==> config.mk <==
export PLATFORM = sky130hd
export DESIGN_NAME = rd_wr_dpath
export DESIGN_NICKNAME = d
export VERILOG_FILES = /design/src/rtl/dpath_pkg.sv /design/src/rtl/rd_wr_dpath_sync_fifo.sv /design/src/rtl/rd_wr_dpath.sv
export SDC_FILE = /design/constraint.sdc
export NUM_CORES = 1
export LEC_CHECK = 0
export ABC_CLOCK_PERIOD_IN_PS = 2800
export CAP_MARGIN = 0
export CORE_ASPECT_RATIO = 1.4
export CORE_UTILIZATION = 45
export CTS_CLUSTER_DIAMETER = 60
export DETAILED_ROUTE_END_ITERATION = 8
export DONT_BUFFER_PORTS = 1
export HOLD_SLACK_MARGIN = 0.08
export PLACE_DENSITY = 0.72
export REMOVE_ABC_BUFFERS = 1
export SLEW_MARGIN = 20
export SYNTH_ARGS = -nofsm -noshare
export SYNTH_HDL_FRONTEND = slang
export SYNTH_HIERARCHICAL = 1
export SYNTH_SLANG_ARGS = --single-unit
==> constraint.sdc <==
create_clock -name clk -period 2.8 [get_ports clk]
set_input_delay 0.7 -clock clk [delete_from_list [all_inputs] [get_ports clk]]
set_output_delay 0.7 -clock clk [all_outputs]
set_load 0.01 [all_outputs]
==> src/rtl/dpath_pkg.sv <==
// dpath_pkg
// Shared types for the R -> W data stage of the copy engine.
//   axi_resp_t : AXI response encoding seen on the R channel.
//   state_t    : run state of rd_wr_dpath (IDLE, RUN, DRAIN).
package dpath_pkg;

  typedef enum logic [1:0] {
    OKAY   = 2'b00,
    EXOKAY = 2'b01,
    SLVERR = 2'b10,
    DECERR = 2'b11
  } axi_resp_t;

  typedef enum logic [1:0] {
    IDLE  = 2'b00,
    RUN   = 2'b01,
    DRAIN = 2'b10
  } state_t;

endpackage

==> src/rtl/rd_wr_dpath_sync_fifo.sv <==
// sync_fifo
// Small synchronous FIFO with registered storage and a synchronous flush.
// Pointers carry one extra wrap bit so full and empty can be told apart.
// Ports:
//   clk, rst_n : clock, asynchronous active-low reset
//   i_flush    : return both pointers to 0 (contents become invalid)
//   i_push     : write i_data at the tail (ignored when full)
//   i_data     : write data
//   i_pop      : drop the head entry (ignored when empty)
//   o_data     : current head entry
//   o_full     : no free entry
//   o_empty    : no valid entry
module sync_fifo #(
  parameter int WIDTH = 32,
  parameter int DEPTH = 4
) (
  input  logic             clk,
  input  logic             rst_n,
  input  logic             i_flush,
  input  logic             i_push,
  input  logic [WIDTH-1:0] i_data,
  input  logic             i_pop,
  output logic [WIDTH-1:0] o_data,
  output logic             o_full,
  output logic             o_empty
);

  localparam int AW = $clog2(DEPTH);

  logic [AW:0]      wr_ptr_q, wr_ptr_d;
  logic [AW:0]      rd_ptr_q, rd_ptr_d;
  logic [WIDTH-1:0] mem_q [DEPTH];
  logic [WIDTH-1:0] mem_d [DEPTH];
  logic             do_push;
  logic             do_pop;

  assign o_empty = (wr_ptr_q == rd_ptr_q);
  assign o_full  = (wr_ptr_q[AW-1:0] == rd_ptr_q[AW-1:0]) &&
                   (wr_ptr_q[AW] != rd_ptr_q[AW]);
  assign o_data  = mem_q[rd_ptr_q[AW-1:0]];

  assign do_push = i_push && !o_full;
  assign do_pop  = i_pop && !o_empty;

  // Next pointers and storage; flush wins over any push or pop in the same cycle.
  always_comb begin
    wr_ptr_d = wr_ptr_q;
    rd_ptr_d = rd_ptr_q;
    mem_d    = mem_q;
    if (i_flush) begin
      wr_ptr_d = '0;
      rd_ptr_d = '0;
    end else begin
      if (do_push) begin
        mem_d[wr_ptr_q[AW-1:0]] = i_data;
        wr_ptr_d = wr_ptr_q + (AW+1)'(1);
      end
      if (do_pop) begin
        rd_ptr_d = rd_ptr_q + (AW+1)'(1);
      end
    end
  end

  // Storage is cleared on reset so the head reads as zero out of reset.
  always_ff @(posedge clk or negedge rst_n) begin
    if (!rst_n) begin
      wr_ptr_q <= '0;
      rd_ptr_q <= '0;
      for (int i = 0; i < DEPTH; i++) begin
        mem_q[i] <= '0;
      end
    end else begin
      wr_ptr_q <= wr_ptr_d;
      rd_ptr_q <= rd_ptr_d;
      mem_q    <= mem_d;
    end
  end

endmodule

==> src/rtl/rd_wr_dpath.sv <==
// rd_wr_dpath
// Data stage of the copy engine: takes 2**CNT_WIDTH beats from the AXI-Lite R
// channel, buffers them in a small FIFO and presents them on W in order.
// Optional feature macro: RD_WR_DPATH_BSWAP_EN byte-reverses each beat on push.
// Ports:
//   clk, rst_n     : clock, asynchronous active-low reset
//   i_start        : pulse, begins a new run (flushes and clears everything)
//   o_done         : last W beat of the run accepted; holds until i_start
//   o_err          : sticky, some R beat of this run had a non-OKAY response
//   i_rd_data_vld, i_rd_data, i_rd_resp, o_rd_data_rdy : R channel
//   o_wr_data_vld, o_wr_data, o_wr_strb, i_wr_data_rdy : W channel
module rd_wr_dpath
  import dpath_pkg::*;
#(
  parameter int DATA_WIDTH = 32,
  parameter int CNT_WIDTH  = 6,
  parameter int FIFO_DEPTH = 4
) (
  input  logic                    clk,
  input  logic                    rst_n,
  input  logic                    i_start,
  output logic                    o_done,
  output logic                    o_err,
  input  logic                    i_rd_data_vld,
  input  logic [DATA_WIDTH-1:0]   i_rd_data,
  input  logic [1:0]              i_rd_resp,
  output logic                    o_rd_data_rdy,
  output logic                    o_wr_data_vld,
  output logic [DATA_WIDTH-1:0]   o_wr_data,
  output logic [DATA_WIDTH/8-1:0] o_wr_strb,
  input  logic                    i_wr_data_rdy
);

  localparam int NB = DATA_WIDTH / 8;

  state_t                state_q, state_d;
  logic [CNT_WIDTH-1:0]  rd_cnt_q, rd_cnt_d;
  logic [CNT_WIDTH-1:0]  wr_cnt_q, wr_cnt_d;
  logic                  done_q, done_d;
  logic                  err_q, err_d;

  logic                  fifo_full;
  logic                  fifo_empty;
  logic [DATA_WIDTH-1:0] fifo_head;
  logic [DATA_WIDTH-1:0] push_data;
  logic                  rd_fire;
  logic                  wr_fire;

  assign o_rd_data_rdy = (state_q == RUN) && !fifo_full;
  assign o_wr_data_vld = !fifo_empty;
  assign o_wr_data     = fifo_head;
  // Strobes are all ones whenever a beat is offered, and zero out of reset.
  assign o_wr_strb     = {NB{o_wr_data_vld}};
  assign o_done        = done_q;
  assign o_err         = err_q;

  assign rd_fire = i_rd_data_vld && o_rd_data_rdy;
  assign wr_fire = o_wr_data_vld && i_wr_data_rdy;

`ifdef RD_WR_DPATH_BSWAP_EN
  // Byte i of the R beat lands in byte NB-1-i of the FIFO entry.
  always_comb begin
    push_data = '0;
    for (int i = 0; i < NB; i++) begin
      push_data[(NB-1-i)*8 +: 8] = i_rd_data[i*8 +: 8];
    end
  end
`else
  assign push_data = i_rd_data;
`endif

  // Handshakes coinciding with i_start are dropped: the flush takes priority.
  sync_fifo #(
    .WIDTH (DATA_WIDTH),
    .DEPTH (FIFO_DEPTH)
  ) u_fifo (
    .clk     (clk),
    .rst_n   (rst_n),
    .i_flush (i_start),
    .i_push  (rd_fire && !i_start),
    .i_data  (push_data),
    .i_pop   (wr_fire && !i_start),
    .o_data  (fifo_head),
    .o_full  (fifo_full),
    .o_empty (fifo_empty)
  );

  // Run sequencing: reads stop after the last counted R beat (RUN -> DRAIN);
  // the run completes when the last counted W beat leaves (DRAIN -> IDLE).
  always_comb begin
    state_d  = state_q;
    rd_cnt_d = rd_cnt_q;
    wr_cnt_d = wr_cnt_q;
    done_d   = done_q;
    err_d    = err_q;
    if (i_start) begin
      state_d  = RUN;
      rd_cnt_d = '0;
      wr_cnt_d = '0;
      done_d   = 1'b0;
      err_d    = 1'b0;
    end else begin
      if (rd_fire) begin
        rd_cnt_d = rd_cnt_q + CNT_WIDTH'(1);
        if (axi_resp_t'(i_rd_resp) != OKAY) begin
          err_d = 1'b1;
        end
        if (&rd_cnt_q) begin
          state_d = DRAIN;
        end
      end
      if (wr_fire) begin
        wr_cnt_d = wr_cnt_q + CNT_WIDTH'(1);
        if ((state_q == DRAIN) && (&wr_cnt_q)) begin
          state_d = IDLE;
          done_d  = 1'b1;
        end
      end
    end
  end

  always_ff @(posedge clk or negedge rst_n) begin
    if (!rst_n) begin
      state_q  <= IDLE;
      rd_cnt_q <= '0;
      wr_cnt_q <= '0;
      done_q   <= 1'b0;
      err_q    <= 1'b0;
    end else begin
      state_q  <= state_d;
      rd_cnt_q <= rd_cnt_d;
      wr_cnt_q <= wr_cnt_d;
      done_q   <= done_d;
      err_q    <= err_d;
    end
  end

endmodule

* After elaboration in Yosys (flattened, before gate mapping) *
Cells that the tools add are included.

word-level totals
  register bits = 150
  input bits = 39

cells by class
  $add $sub $neg = 4
  magnitude comparators = 3
  equal/unequal tests = 5
  multiplexer cells = 25
  bitwise operators = 3
  reductions and logical operators = 25

operator list
  kind                 number
  $bwmux 128           1
  $mux 32              3
  $bmux 32 s2          1
  $demux 32 s2         1
  $mux 6               4
  $reduce_bool 2->1    7
  $add 6x1->6 const B  2
  $mux 3               4
  $reduce_and 6->1     2
  $logic_and 1x1->1    10
  $mux 2               5
  $add 3x1->3 const B  2
  $ge 3x3->1 const B   2
  $mux 1               6
  $not 2->3            2
  $reduce_and 2->1     3
  $eq 3x3->1           1
  $logic_not 1->1      3
  $lt 3x1->1 const B   1
  $eq 2x1->1 const B   1
  $eq 2x2->1           1
  $eq 2x2->1 const B   1
  $ne 1x1->1           1
  $not 1->1            1

* Logic depth before layout (Yosys ltp) *
  depth after elaboration = 9
  gate-level depth with buffers = 11

* Modules after synthesis *
The synthesis kept the hierarchy.

by module, submodules not included
  module       instances  cells each  area each (µm²)  seq. area each (µm²)
  sync_fifo    1          370         6457.4           3353.2
  rd_wr_dpath  1          84          848.3            400.4

* Worst setup path before layout *
No wires, ideal clock.

  kind = register to register
  start point = register u_fifo.rd_ptr_q[2]
  end point = register u_fifo/mem_q[33] (netlist bit)
  setup time = 0.125 ns
  arrival time = 2.655 ns
  setup slack = 0.019 ns
  stages on the path, launching flop included = 10
  clock period less this slack = 2.781 ns
  cell sequence = dfrtp_1 xnor2_2 nor2_1 nand4bb_4 buf_6 nor2_1 and2b_2 o311ai_4 buf_6 mux2_4

between the ends
  longest elaborated chain between the ends = 8

ends and longest elaborated chain
  element                       line                                            source
  start: declaration            rd_wr_dpath_sync_fifo.sv:31                     logic [AW:0] rd_ptr_q, rd_ptr_d;
  start signal: assignment      rd_wr_dpath_sync_fifo.sv:74                     rd_ptr_q <= rd_ptr_d;
  $ne 1x1->1 *                  rd_wr_dpath_sync_fifo.sv:39                     (wr_ptr_q[AW] != rd_ptr_q[AW]);
  $logic_and 1x1->1 *           rd_wr_dpath_sync_fifo.sv:38                     assign o_full = (wr_ptr_q[AW-1:0] == rd_ptr_q[AW-1:0]) &&
  named net fifo_full           rd_wr_dpath.sv:42                               logic fifo_full;
  $logic_not 1->1 *             rd_wr_dpath_sync_fifo.sv:42, rd_wr_dpath.sv:49
  $logic_and 1x1->1             rd_wr_dpath.sv:49                               assign o_rd_data_rdy = (state_q == RUN) && !fifo_full;
  $logic_and 1x1->1             rd_wr_dpath.sv:57                               assign rd_fire = i_rd_data_vld && o_rd_data_rdy;
  $logic_and 1x1->1             rd_wr_dpath.sv:80                               .i_push (rd_fire && !i_start),
  $logic_and 1x1->1 *           rd_wr_dpath_sync_fifo.sv:42                     assign do_push = i_push && !o_full;
  $reduce_and 2->1 (no line) *  -
  end signal: assignment        rd_wr_dpath_sync_fifo.sv:75                     mem_q <= mem_d;
  end: declaration              rd_wr_dpath_sync_fifo.sv:32                     logic [WIDTH-1:0] mem_q [DEPTH];

Mark *: on every way through the listed nets, which the timed path passes. The rest lies on a longest branch.
A chain may end at the register's enable or synchronous reset.

* Worst setup path in the final report *
  start point = register u_fifo.rd_ptr_q[1]
  end point = output o_wr_strb[3]

between the ends
  longest elaborated chain between the ends = 2

ends and longest elaborated chain
  element               line                         source
  $eq 3x3->1            rd_wr_dpath_sync_fifo.sv:37  assign o_empty = (wr_ptr_q == rd_ptr_q);
  named net fifo_empty  rd_wr_dpath.sv:43            logic fifo_empty;
  $logic_not 1->1       rd_wr_dpath.sv:50            assign o_wr_data_vld = !fifo_empty;
  end: declaration      rd_wr_dpath.sv:30            output logic [DATA_WIDTH/8-1:0] o_wr_strb,

The timed path passes the listed nets, and every way through them passes these cells.

==> metrics.csv <==
stage,metric,value,unit
run_status,status,"finished, violations left",
run_status,violations,hold timing,
floorplanning,initial_utilization,0.464,
drt,drt_iter0_drc,264,
placed_design,gp_congestion,0.740,
grt,antenna_found_initial,0,
synthesis,yosysWarnings,6,
synthesis,synth_edf_count,0,
clocking,ctsResizeCount,0,
timing,fin_crit,2.58,ns
grt,grt_pass1_vias,4242,
clocking,clkSinkCount,150,
synthesis,yosys.area_share.simple,0.0437,
grt,gr-usage-all-layers,0.181,
timing,worst_pin_slew,0.799,ns
drt,routedWlPerCell,20.8,µm
synthesis,netlist_instances,454,
clocking,ctsRootBufferMaster,clkbuf_16,
placed_design,io_buffer_count,0,
drt,wl,13900,µm
synthesis,yosys-top-cells-area,"dfrtp_1 (51%), mux2_4 (14%), mux4_2 (9.9%)",
synthesis,post-synth-top-count-cell,dfrtp_1,
drt,drt-vias-per-instance,5.73,
critical_path,worstSetupPathType,flip-flop to primary output,
timing,slew_headroom,0.466,
clocking,cts_buffers,17,
timing,slew_viol_final,0,
finish,drive_above_1_share,0.481,
synthesis,synth-seq-cells,150,
timing,fin_crit_sh,0.921,
floorplanning,placementRows,54,
finish,nNetsFinal,508,
worst_hold_path,hold_class,input port to async pin,
synthesis,synth_top_area_cell,dfrtp_1,
floorplanning,fp.dieW,110,µm
critical_path,r2r_cells,9,
clocking,h-tree-depth,4,
synthesis,synth_top_family_by_area,multiplexers,
clocking,clkLatencyLatePin,0.43,ns
grt,grt_pass1_wl,22700,µm
synthesis,syn_area,7310,µm²
synthesis,synth_xor_area_frac,0.0154,
flow_run,drv_cap,0,
synthesis,ys_seq_area_frac,0.514,
finish,final_util,0.518,
grt,grt_max_degree,151,
finish,instances_no_fill,670,
synthesis,synthAdderAreaFrac,0.0120,
synthesis,synthMuxAreaShare,0.333,
synthesis,syn_area_per_cell,16.1,µm²
finish,syn2layout_area_growth,11.6,%
grt,grt-ovfl-total,0,
critical_path,r2r-end,u_fifo/mem_q[43],
clocking,cts_buffer_depth,2,
power_and_ir_drop,power_density,812,nW/µm²
clocking,postCtsSetupBuffers,0,
critical_path,cp-end-kind,primary output,
synthesis,netlist_top_cells_count,"dfrtp_1 (150), mux2_4 (70), mux2_2 (58)",
synthesis,synth-compound-area-share,0.0459,
synthesis,yosysUniqueCellTypes,53,
timing,setup_viol,0,
critical_path,cp-startpoint,u_fifo/rd_ptr_q[1],
critical_path,timing.rr.start,u_fifo/rd_ptr_q[1],
critical_path,worstPathMaxFanout,5,
timing,rsz0062_at_grt,no,
timing,fmax,388,MHz
critical_path,cp_data_arrival_time,1.88,ns
synthesis,synth_top_area_share,0.514,
power_and_ir_drop,power.leakage,3.76,nW
timing,finClkSkew,0.0166,ns
drt,vias,3842,
synthesis,synth-main-ff-cell,dfrtp_1,
floorplanning,fp.coreArea,15700,µm²
timing,hold_slack,-0.0319,ns
placed_design,hpwlAfterDp,8730,µm
finish,num_antenna_cells,0,
clocking,cts_tree,yes,
critical_path,cp.required,2.10,ns
drt,drc,0,
floorplanning,io_pins,79,
drt,final_antenna_net_count,0,
power_and_ir_drop,vdd_drop_max,0.511,mV
clocking,path_clk_slew,0.06,ns
critical_path,reg2reg_slack,0.24,ns
placed_design,placed_cells,639,
floorplanning,die_y,153,µm
finish,fillers,1263,
power_and_ir_drop,p_total,6.62,mW
drt,first_pass_iters,4,
floorplanning,die_area,16800,µm²
critical_path,startpoint_type,flip-flop,
timing,hold_viol,41,
synthesis,async_reset_ff_frac,1.00,
## cell families (layout without fill, tap and decap cells)
group | count (synthesis) | count (layout)
fa+ha+maj | 7 | 7
buf+inv | 37 | 57
xor+xnor | 9 | 9
flops | 150 | 150
mux | 161 | 161
compound gates | 39 | 39
simple gates | 51 | 51
## critical path, stage by stage (launching register included)
cell and delay [ns]:
dfrtp_2 0.44, xnor2_1 0.30, nand2_1 0.12, buf_4 0.16, nor2_1 0.17, inv_1 0.06
buf_4 0.19
## power breakdown
part / leakage, nW / internal, mW / switching [mW]
Clock: 0.269 / 1.32 / 0.919
Sequential: 1.95 / 2.65 / 0.258
Combinational: 1.53 / 0.891 / 0.580
Total: 3.76 / 4.86 / 1.76
## state kept, by name, indices dropped and copies added, names as in the netlist
signal / flops
u_fifo/mem_q: 128
rd_cnt_q: 6
wr_cnt_q: 6
u_fifo/rd_ptr_q: 3
u_fifo/wr_ptr_q: 3
state_q: 2
o_done: 1
o_err: 1
## worst max-delay path by stage
stage | endpoint | cells past startpoint
after global placement | u_fifo/mem_q[48] | 9
after CTS | o_wr_data_vld | 6
after global routing | o_wr_strb[1] | 6
after detailed placement | u_fifo/mem_q[46] | 9
after floorplan | u_fifo/mem_q[33] | 8
final | o_wr_strb[3] | 6
## metal layers
layer	vias up	GRT usage	routed length [µm]	part of all wire
met5	-	0	0	0
met4	0	0.0717	212	0.015
met3	14	0.0577	762	0.055
met2	71	0.291	7260	0.52
met1	2063	0.222	5680	0.41
li1	1694	-	-	-
## per-stage QoR
step / worst slack, ns / area (µm²) / hold WS, ns / TNS [ns]
floorplan: -1.37 / 7070 / 0.404 / -186.63
global placement: 0.317 / 7570 / 0.409 / 0
detailed placement: 0.257 / 7570 / 0.409 / 0
CTS: 0.208 / 8150 / -0.0430 / 0
global route: 0.0773 / 8150 / -0.0438 / 0
finish: 0.221 / 8150 / -0.0319 / 0
## final cells by class
cell class              count  area, µm²  area share
clock buffers              19        433      0.0531
well taps                 196        245      0.0301
multi-input cells         267       3290       0.404
clock inverters            12        145      0.0178
inverters                   7       26.3     0.00322
flip-flops and latches    150       3760       0.461
repair buffers             19        255      0.0313
## cells in the final DEF (no fill, tap or decap), types with 4 or more instances in the layout
cell        instances
nor3b_1             4
nand3_1             5
buf_12              9
buf_4              10
ha_1                7
clkinvlp_4          4
nor2_1              9
mux4_2             32
nand2_1             9
inv_1               7
o311ai_4            4
mux2_2             58
a21oi_1            10
dfrtp_1           148
mux2_4             70
o21ai_0             8
clkbuf_16          17
Note: power is estimated with default switching activity, not from simulation.
